<file path="src/rtl/definitions.sv">
// rtl/definitions.sv - shared byte type and tape operation codes
package definitions;

    typedef logic [7:0] BYTE;

    typedef enum logic [2:0] {
        OP_NOP      = 3'd0,
        OP_INC_PTR  = 3'd1,
        OP_DEC_PTR  = 3'd2,
        OP_INC_DATA = 3'd3,
        OP_DEC_DATA = 3'd4,
        OP_READ     = 3'd5,
        OP_WRITE    = 3'd6,
        OP_CLEAR    = 3'd7
    } tape_op_t;

endpackage

</file>
<file path="src/rtl/tape_ctrl.sv">
// rtl/tape_ctrl.sv - tape pointer/cell command engine driving an external byte memory
module tape_ctrl
    import definitions::*;
#(
    parameter int AW = 8
) (
    input  logic          clk,
    input  logic          rst_n,
    input  logic          cmd_valid,
    output logic          cmd_ready,
    input  tape_op_t      cmd_op,
    input  BYTE           cmd_data,
    output logic          rsp_valid,
    output BYTE           rsp_data,
    output logic [AW-1:0] ptr,
    output logic          cell_zero,
    output BYTE           memAddress,
    output logic          ReadMem,
    output logic          WriteMem,
    output BYTE           memDataIn,
    input  BYTE           memDataOut
);

    typedef enum logic [1:0] {
        ST_IDLE  = 2'd0,
        ST_EXEC  = 2'd1,
        ST_CLEAR = 2'd2
    } state_t;

    localparam logic [AW-1:0] CNT_LAST = '1;

    state_t        state_q;
    tape_op_t      op_q;
    BYTE           data_q;
    logic [AW-1:0] ptr_q;
    logic [AW-1:0] clr_cnt_q;
    logic          rsp_valid_q;
    BYTE           rsp_data_q;

    // Control FSM: accept in IDLE, one EXEC cycle per command, CLEAR sweeps every cell
    always_ff @(posedge clk or negedge rst_n) begin
        if (!rst_n) begin
            state_q     <= ST_IDLE;
            op_q        <= OP_NOP;
            data_q      <= '0;
            ptr_q       <= '0;
            clr_cnt_q   <= '0;
            rsp_valid_q <= 1'b0;
            rsp_data_q  <= '0;
        end else begin
            rsp_valid_q <= 1'b0;
            case (state_q)
                ST_IDLE: begin
                    if (cmd_valid) begin
                        op_q    <= cmd_op;
                        data_q  <= cmd_data;
                        state_q <= (cmd_op == OP_CLEAR) ? ST_CLEAR : ST_EXEC;
                    end
                end
                ST_EXEC: begin
                    case (op_q)
                        OP_INC_PTR: ptr_q <= ptr_q + AW'(1);
                        OP_DEC_PTR: ptr_q <= ptr_q - AW'(1);
                        OP_READ: begin
                            rsp_data_q  <= memDataOut;
                            rsp_valid_q <= 1'b1;
                        end
                        default: ;
                    endcase
                    state_q <= ST_IDLE;
                end
                ST_CLEAR: begin
                    if (clr_cnt_q == CNT_LAST) begin
                        clr_cnt_q <= '0;
                        ptr_q     <= '0;
                        state_q   <= ST_IDLE;
                    end else begin
                        clr_cnt_q <= clr_cnt_q + AW'(1);
                    end
                end
                default: state_q <= ST_IDLE;
            endcase
        end
    end

    // Memory port: read-modify-write happens within the single EXEC cycle
    always_comb begin
        ReadMem    = 1'b0;
        WriteMem   = 1'b0;
        memAddress = BYTE'(ptr_q);
        memDataIn  = '0;
        case (state_q)
            ST_IDLE: ReadMem = 1'b1;
            ST_EXEC: begin
                case (op_q)
                    OP_INC_DATA: begin
                        ReadMem   = 1'b1;
                        WriteMem  = 1'b1;
                        memDataIn = memDataOut + 8'd1;
                    end
                    OP_DEC_DATA: begin
                        ReadMem   = 1'b1;
                        WriteMem  = 1'b1;
                        memDataIn = memDataOut - 8'd1;
                    end
                    OP_WRITE: begin
                        WriteMem  = 1'b1;
                        memDataIn = data_q;
                    end
                    OP_READ: ReadMem = 1'b1;
                    default: ;
                endcase
            end
            ST_CLEAR: begin
                WriteMem   = 1'b1;
                memAddress = BYTE'(clr_cnt_q);
            end
            default: ;
        endcase
    end

    assign cmd_ready = (state_q == ST_IDLE);
    assign cell_zero = (state_q == ST_IDLE) && (memDataOut == 8'h00);
    assign ptr       = ptr_q;
    assign rsp_valid = rsp_valid_q;
    assign rsp_data  = rsp_data_q;

endmodule

</file>
<file path="config.mk">
export PLATFORM = sky130hd
export DESIGN_NAME = tape_ctrl
export DESIGN_NICKNAME = d
export VERILOG_FILES = /design/src/rtl/definitions.sv /design/src/rtl/tape_ctrl.sv
export SDC_FILE = /design/constraint.sdc
export NUM_CORES = 1
export LEC_CHECK = 0
export BUFFER_PORTS_ARGS = -buffer_cell sky130_fd_sc_hd__buf_2
export CAP_MARGIN = 20
export CORE_AREA = 10 10 77 79
export CTS_CLUSTER_DIAMETER = 100
export CTS_CLUSTER_SIZE = 25
export DETAILED_ROUTE_END_ITERATION = 7
export DIE_AREA = 0 0 87 89
export PLACE_DENSITY = 0.83
export SETUP_SLACK_MARGIN = 0.5
export SYNTH_ARGS = -nofsm -noshare
export SYNTH_HDL_FRONTEND = slang
export SYNTH_SLANG_ARGS = --single-unit
</file>
<file path="constraint.sdc">
create_clock -name clk -period 4 [get_ports clk]
set_clock_uncertainty 0.05 [all_clocks]
set_input_delay 0.2 -clock clk [delete_from_list [all_inputs] [get_ports clk]]
set_output_delay 0.2 -clock clk [all_outputs]
set_load 0.01 [all_outputs]
</file>
* Yosys cells after proc, flatten, opt, wreduce, memory -nomap -nowiden
Cells that the tools add are included.
Storage, ports and cells: flip-flop bits (word level) 38, bits in latches 0, RAM bits 0, ROM bits 0, memories 0
Operators by class: add/sub/neg operators 5, $mul 0, div/mod/pow operators 0, magnitude comparators 0, equal/unequal tests 13, shifts and indexed selects 0, multiplexer cells 17, bitwise logic cells 0, reductions and logical operators 10
Operator list (number):
- two-way mux 8 bit | 4
- one-hot mux 8 bit (2 select lines) | 2
- adder 8 x 1 -> 8 bit, second input constant | 3
- one-hot mux 8 bit (3 select lines) | 1
- subtractor 8 x 1 -> 8 bit, second input constant | 2
- equality test 3 bit, second input constant | 4
- equality test 8 bit, second input constant | 1
- logical NOT 8 bit | 1
- equality test 3 x 2 -> 1 bit, second input constant | 2
- two-way mux 2 bit | 3
- AND reduction 2 bit | 3
- OR reduction 3 bit | 2
- two-way mux 1 bit | 4
- != test 2 bit, second input constant | 2
- one-hot mux 1 bit (2 select lines) | 2
- one-hot mux 2 bit (2 select lines) | 1
- equality test 3 x 1 -> 1 bit, second input constant | 1
- != test 3 x 1 -> 1 bit, second input constant | 1
- AND reduction 3 bit | 1
- equality test 2 x 1 -> 1 bit, second input constant | 1
- equality test 2 bit, second input constant | 1
- logical NOT 2 bit | 1
- nonzero test 2 bit | 1
- logical AND 1 bit | 1

* Logic depth before layout (Yosys ltp)
Gate-level depths: netlist of the first run.
depth in word-level cells 4, depth in mapped cells 8

* Worst setup path before layout of the first run
No wires, ideal clock.
kind reg-to-output, from register op_q[1], to output port memDataIn[7], arrival 2.257 ns, data required time 3.750 ns, slack 1.493 ns, stages on the path, launching flop included 9, path buffers 0, path through dfrtp_1 -> nand2b_1 -> nor2_1 -> ha_1 -> a2111oi_0 -> o211ai_1 -> nand2_1 -> xnor2_1 -> o21ai_0
Between the ends: word-level cells in the longest chain between the ends 3
Ends and longest elaborated chain:
- from (decl) | line tape_ctrl.sv:33 | tape_op_t op_q;
- from (signal assigned) | line tape_ctrl.sv:55 | op_q <= cmd_op;
- equality test 3 bit / equality test 3 x 2 -> 1 bit (equally long branches) | line tape_ctrl.sv:95 | case (op_q)
- one-hot mux 8 bit (3 select lines) (*) | line tape_ctrl.sv:95
- two-way mux 8 bit (*) | line tape_ctrl.sv:92 | case (state_q)
- to (decl) | line tape_ctrl.sv:20 | output BYTE memDataIn,
Every way passes the cells marked *; elsewhere a longest branch is shown, timed or not.

* Worst setup path after layout of the first run
Same ends and word-level chain as after synthesis.

==> impl_metrics.tcl, run 1 <==
set metrics [dict create \
    final-max-slew-violation-count 0 \
    synth_area_leaders "dfrtp_1 38%, mux2_2 9.1%, ha_1 8.1%" \
    layout-drive-gt1-share_pct 29.6 \
    cp.required_ns 3.75 \
    rr_endpoint "ptr[7]" \
    status "complete, no violations" \
    cts_root_buf "clkbuf_8" \
    rrSetupSlack_ns 1.70 \
    cts_setup_buffers 0 \
    reg2regPathDepth 8 \
    rows 25 \
    via_per_inst 5.59 \
    worstReg2RegStart "op_q[0]" \
    timing.slew.headroom_pct 44.6 \
    busiest_layer "met2" \
    synth_flop_cell "dfrtp_1" \
    start_util_pct 54.5 \
    track_usage_pct 15.1 \
    ios 59 \
    worst-setup-path-type "flip-flop to output port" \
    async_reset_ff_share_pct 100 \
    holdPathStages 3 \
    finalSetupTns_ns 0 \
    synth_seq_area_share_pct 38.4 \
    die_y_microns 89 \
    htreeDepth 2 \
    synth_nets 292 \
    antenna_found_initial 0 \
    rsz0062_at_grt "false" \
    cts_tree "built" \
    fillCellCount 375 \
    ant_nets 0 \
    drt-initial-drc-count 90 \
    cts_resized 0 \
    cts.clk_slew.worst_paths_ns 0.07 \
    start_kind "flip-flop" \
    p_per_area_nw_per_um2 682 \
    peakVddDrop_v 0.000448 \
    grt_use_met2_pct 24.8 \
    drv_cap 0 \
    hpwl_microns 4500 \
    drt-pass1-iter-count 4 \
    grtUsageMet3_pct 3.92 \
    synth_edf_count 0 \
    worst_setup_path_end_kind "output port" \
    period_needed_ns 3.05 \
    hp-class "input port to flip-flop" \
    syn2layout_area_growth_pct 17.5 \
    gp_congestion 0.816 \
    whs_endpoint "rsp_data[4]" \
    power_uw 1980 \
    place_area_sq_um 2800 \
    routed_wl_microns 5680 \
    ys_types 44 \
    yosys_warnings 0 \
    fin_hold_ws_ns 0.0818 \
    port_buffers 58 \
    arrival_ns 2.80 \
    die_w_microns 87 \
    syn_inst 252 \
    worstMarginPinSlew_ns 0.830 \
    grt_pass1_vias 2058 \
    grt_max_degree 39 \
    fin_nets 353 \
    p_leak_uw 0.00142 \
    yosysTopAreaCellShare_pct 38.4 \
    synth_seq_cells 38 \
    use_met1_pct 18.5 \
    hold_buffers 1 \
    clk_latency_ns 0.29 \
    avgSynthCellArea_sq_um 9.82 \
    clock_sinks 38 \
    grt_first_pass_wirelength_microns 9470 \
    grt.overflow.total 0 \
    most-common-layout-cells "58 x buf_2, 46 x nand2_1, 38 x dfrtp_1, 20 x mux2_2" \
    vias 2058 \
    clockBufferDepth 2 \
    antenna_cells 0 \
    route.detailed.drc 0 \
    setup_viol 0 \
    layout.cells.most_common "buf_2" \
    cts_buffers 5 \
    wl_per_cell_microns 15.4 \
    max_freq_mhz 328 \
    core_area_sq_um 4540 \
    fin_area_sq_um 2910 \
    netlist_area_sq_um 2470 \
    worstPathMaxFanout 8 \
    dieArea_sq_um 7740 \
    final_hold_viol_count 0 \
    min_period_over_period_pct 76.3 \
    yosys.area.top_type "dfrtp_1" \
    hold_start "memDataOut[4]" \
]
[flip-flops by register name (all words and copies together), names as in the netlist]
register and flops:
state_q 2, rsp_data 8, op_q 3, clr_cnt_q 8
ptr 8, data_q 8, rsp_valid 1
[cell type report]
cell class / instances / area (sq um) / area share [%]
Clock buffer: 7 / 86.3 / 2.97
Clock inverter: 1 / 5.00 / 0.172
Inverter: 9 / 33.8 / 1.16
Multi-Input combinational cell: 199 / 1450 / 50.0
Sequential cell: 38 / 951 / 32.7
Tap cell: 54 / 67.6 / 2.33
Timing Repair Buffer: 60 / 308 / 10.6
[worst max-delay path by stage]
stage	startpoint	end	slack, ns	cells past startpoint
after floorplan	op_q[1]	memDataIn[7]	1.49	8
after global placement	op_q[1]	memDataIn[7]	1.36	9
after detailed placement	op_q[1]	memDataIn[7]	1.27	9
after CTS	op_q[1]	memDataIn[7]	0.95	9
after global routing	op_q[1]	memDataIn[7]	0.61	9
final	op_q[1]	memDataIn[7]	0.95	9
[cells in the mapped netlist, types with 2 or more instances]
cell type,instances
inv_1,8
ha_1,16
o211ai_1,6
nand2b_1,3
a21o_1,5
o21ai_1,2
a22o_1,6
fa_1,2
a22oi_1,5
nand2_1,46
o21ai_0,16
clkbuf_1,3
a211oi_1,2
nor4_1,2
dfrtp_1,38
nand3_1,8
mux2_2,20
nor2b_1,5
nand4_1,3
nor2_1,7
xor2_1,5
buf_2,2
a21oi_1,11
nand3b_1,2
xnor2_1,10
[where the power goes]
part	leakage [uW]	switching [uW]	internal [uW]	total (uW)
combinational	0.000901	547	499	1050
clock	0.0000482	134	139	273
sequential	0.000471	136	526	662
total	0.00142	817	1160	1980
[per-layer routing]
layer / part of all wire (%) / wire, microns / vias up
met1: 45 / 2550 / 980
li1: - / - / 1027
met3: 4.4 / 248 / 11
met4: 2.0 / 113 / 0
met2: 49 / 2770 / 40
met5: 0 / 0 / -
[metrics by stage]
stage	std cells	worst slack (ns)	utilization, %
after floorplan	252	1.49	-
after global placement	359	1.36	61.8
after detailed placement	359	1.27	61.8
after CTS	368	0.948	64.1
after global routing	368	0.608	64.1
final	368	0.948	64.1
[worst max-delay path, stage by stage, from the launching register on]
cell       delay (ns)
dfrtp_1          0.43
nand2b_1         0.20
nor2_1           0.46
ha_1             0.39
a2111oi_0        0.44
o211ai_1         0.14
nand2_1          0.10
xnor2_1          0.08
o21ai_0          0.13
buf_2            0.15
[cell families (layout without fill, tap and decap cells)]
logic type / after synthesis / count (layout) / synth area share, %
AO/OA/AOI/OAI: 58 / 58 / 16.4
XOR/XNOR: 15 / 15 / 5.31
adder cells (fa/ha/maj): 18 / 18 / 9.71
buffers and inverters: 15 / 77 / 2.78
flip-flops: 38 / 38 / 38.4
multiplexers: 22 / 22 / 10.1
AND/OR/NAND/NOR: 86 / 86 / 17.2
Note: power is estimated with default switching activity, not from simulation.
==> run 2, diff against run 1 <==
--- a/config.mk
+++ b/config.mk
@@ -7,12 +7,12 @@
 export LEC_CHECK = 0
 export BUFFER_PORTS_ARGS = -buffer_cell sky130_fd_sc_hd__buf_2
 export CAP_MARGIN = 20
-export CORE_AREA = 10 10 77 79
+export CORE_AREA = 10 10 79 81
 export CTS_CLUSTER_DIAMETER = 100
 export CTS_CLUSTER_SIZE = 25
 export DETAILED_ROUTE_END_ITERATION = 7
-export DIE_AREA = 0 0 87 89
-export PLACE_DENSITY = 0.83
+export DIE_AREA = 0 0 89 91
+export PLACE_DENSITY = 0.79
 export SETUP_SLACK_MARGIN = 0.5
 export SYNTH_ARGS = -nofsm -noshare
 export SYNTH_HDL_FRONTEND = slang
==> constraint.sdc (replaced) <==
create_clock -name clk -period 3.1 [get_ports clk]
set_clock_uncertainty 0.05 [all_clocks]
set_input_delay 0.155 -clock clk [delete_from_list [all_inputs] [get_ports clk]]
set_output_delay 0.155 -clock clk [all_outputs]
set_load 0.01 [all_outputs]
==> run 2 against run 1 <==
Against the previous run:
- flip-flop and latch count is the same
- count of clock-buffer cells in the layout is the same
- via count is 0.92% lower
- largest power group unchanged
- register-to-register slack lost 1.0 ns
- final cell count up 1.4%
- routed wire length increased by 1.1%
- final area rose by 3.1%
- highest routed layer unchanged
- combinational power grew 35%
- critical path depth unchanged
- clock power increased by 46%
- total power rose by 35%
==> impl_metrics.tcl, run 2 (synthesis results as in run 1) <==
set metrics [dict create \
    clk_latency_ns 0.28 \
    grt_max_degree 39 \
    antenna_found_initial 0 \
    p_leak_uw 0.00145 \
    cts_buffers 5 \
    internal_power_uw 1610 \
    dp_cells 359 \
    worstMarginPinSlew_ns 0.842 \
    port_buffers 58 \
    via_per_inst 5.47 \
    grt_first_pass_wirelength_microns 9740 \
    antenna_cells 0 \
    critPathTopFamily "compound AO/OA/AOI/OAI gates" \
    final_hold_viol_count 0 \
    max_freq_mhz 400 \
    die_y_microns 91 \
    worst_slack_ns 0.601 \
    peakVddDrop_v 0.000472 \
    final-max-slew-violation-count 0 \
    pwr-share-comb_pct 53.0 \
    drt-pass1-iter-count 4 \
    fillCellCount 400 \
    pre_cts_slack_ns 0.443 \
    ant_nets 0 \
    cts_root_buf "clkbuf_8" \
    syn2layout_area_growth_pct 21.1 \
    slowest_stage "dfrtp_2" \
    die_w_microns 89 \
    dieArea_sq_um 8100 \
    p_per_area_nw_per_um2 893 \
    ios 59 \
    status "complete, no violations" \
    switching_share_pct 39.8 \
    period_needed_ns 2.50 \
    min_period_over_period_pct 80.6 \
    reg2regPathDepth 10 \
    worst_setup_path_end_kind "output port" \
    hp-class "input port to flip-flop" \
    setup_viol 0 \
    use_met1_pct 17.8 \
    layout.cells.most_common "buf_2" \
    clock_sinks 38 \
    crit_buf_inv 1 \
    timing.slew.headroom_pct 43.9 \
    busiest_layer "met2" \
    rows 25 \
    pwr-share-seq_pct 32.1 \
    vias 2039 \
    cts.clk_slew.worst_paths_ns 0.07 \
    hpwl_microns 4490 \
    routed_wl_microns 5750 \
    grt_pass1_vias 2087 \
    grt_use_met2_pct 24.1 \
    rrSetupSlack_ns 0.67 \
    most-common-layout-cells "58 x buf_2, 46 x nand2_1, 35 x dfrtp_1, 20 x mux2_2, 16 x o21ai_0" \
    worstReg2RegStart "op_q[1]" \
    cts_tree "built" \
    instances_no_fill 373 \
    fin_nets 358 \
    route.detailed.drc 0 \
    arrival_ns 2.29 \
    grtUsageMet3_pct 4.11 \
    endpoint "memDataIn[7]" \
    drt-initial-drc-count 124 \
    start_kind "flip-flop" \
    crit_path_max_incr_delay_ns 0.42 \
    utilization_pct 64.3 \
    path_cells "nand2b_4, nor2_4, ha_2, a2111oi_2, o211ai_1, nand2_1, xnor2_1, o21ai_0, buf_2" \
    cp.required_ns 2.89 \
    critPathLaunch "op_q[1]" \
    rsz0062_at_grt "true" \
    core_area_sq_um 4660 \
    critical_path_depth 9 \
    drv_cap 0 \
    clockBufferDepth 2 \
    p_switching_uw 1060 \
    worst-setup-path-type "flip-flop to output port" \
    clkPwrFrac_pct 14.9 \
    worstPathMaxFanout 6 \
    finalSetupTns_ns 0 \
    layout-drive-gt1-share_pct 33.5 \
    rr_endpoint "ptr[7]" \
    htreeDepth 2 \
    seqCellArea_sq_um 955 \
    grt.overflow.total 0 \
    track_usage_pct 14.7 \
    multi_input_area_sq_um 1490 \
    wl_per_cell_microns 15.4 \
    gp_congestion 0.879 \
    start_util_pct 53.1 \
]
## run 2: changes by cell type in the layout (fill, tap and decap cells not counted), moves of 2 or more
cell and delta:
buf_4 +5, dfrtp_1 -3, dfrtp_2 +3, a21oi_1 -2, a21oi_2 +2
## run 2: power groups by stage
stage / clock, uW / combinational [uW] / sequential [uW]
2_1_floorplan: 0 / 940 / 867
3_3_place_gp: 0 / 1320 / 855
3_5_place_dp: 0 / 1350 / 866
4_1_cts: 407 / 1390 / 864
5_1_grt: 427 / 1580 / 897
6_report: 398 / 1420 / 859
## run 2: area by class of cell
class                      count  share of cell area [%]
tap                           54                    2.26
sequential                    38                    31.9
clock inverter                 1                    1.00
clock buffer                   7                    2.55
timing repair buffer          65                    11.5
multi-input combinational    199                    49.7
inverter                       9                    1.13
## run 2: how the worst min path moves through the flow
stage                  start            to  slack (ns)  cells past startpoint
6_report       memDataOut[4]   rsp_data[4]        0.05                      3
4_1_cts        memDataOut[4]   rsp_data[4]        0.05                      3
3_5_place_dp           rst_n        ptr[2]        0.24                      1
3_3_place_gp           rst_n        ptr[1]        0.24                      1
5_1_grt          cmd_data[4]     data_q[4]        0.05                      2
2_1_floorplan          rst_n  clr_cnt_q[0]       -0.19                      0
## run 2: what timing repair did
item                                    CTS  global route
hold buffers                              1             0
pin swaps                                 1             1
buffers inserted                          1             4
cloned                                    0             0
endpoints found under the setup margin    5             5
gates resized for setup                   6             6
endpoints found under the hold margin    38             0
## run 2: through the flow
stage	hold slack, ns	instance area, sq um	total power, uW
2_1_floorplan	-0.191	2470	1810
3_3_place_gp	0.243	2800	2170
3_5_place_dp	0.239	2800	2220
4_1_cts	0.0473	2950	2660
5_1_grt	0.0451	3000	2910
6_report	0.0516	3000	2670
## run 2: metal layers
| metal | vias to the layer above | share of wire, % | wire length [microns] |
|---|---|---|---|
| met5 | - | 0 | 0 |
| met4 | 0 | 1.9 | 112 |
| met3 | 9 | 6.4 | 366 |
| met2 | 46 | 48 | 2760 |
| met1 | 955 | 44 | 2510 |
| li1 | 1029 | - | - |
## run 2: worst register-to-register path, stage by stage, from the launching register on
cell	delay [ns]
dfrtp_2	0.42
buf_4	0.14
buf_4	0.13
nor3b_1	0.13
buf_4	0.17
ha_1	0.29
a211oi_1	0.36
o211ai_1	0.18
a21o_1	0.22
a21o_1	0.18
o211ai_1	0.08
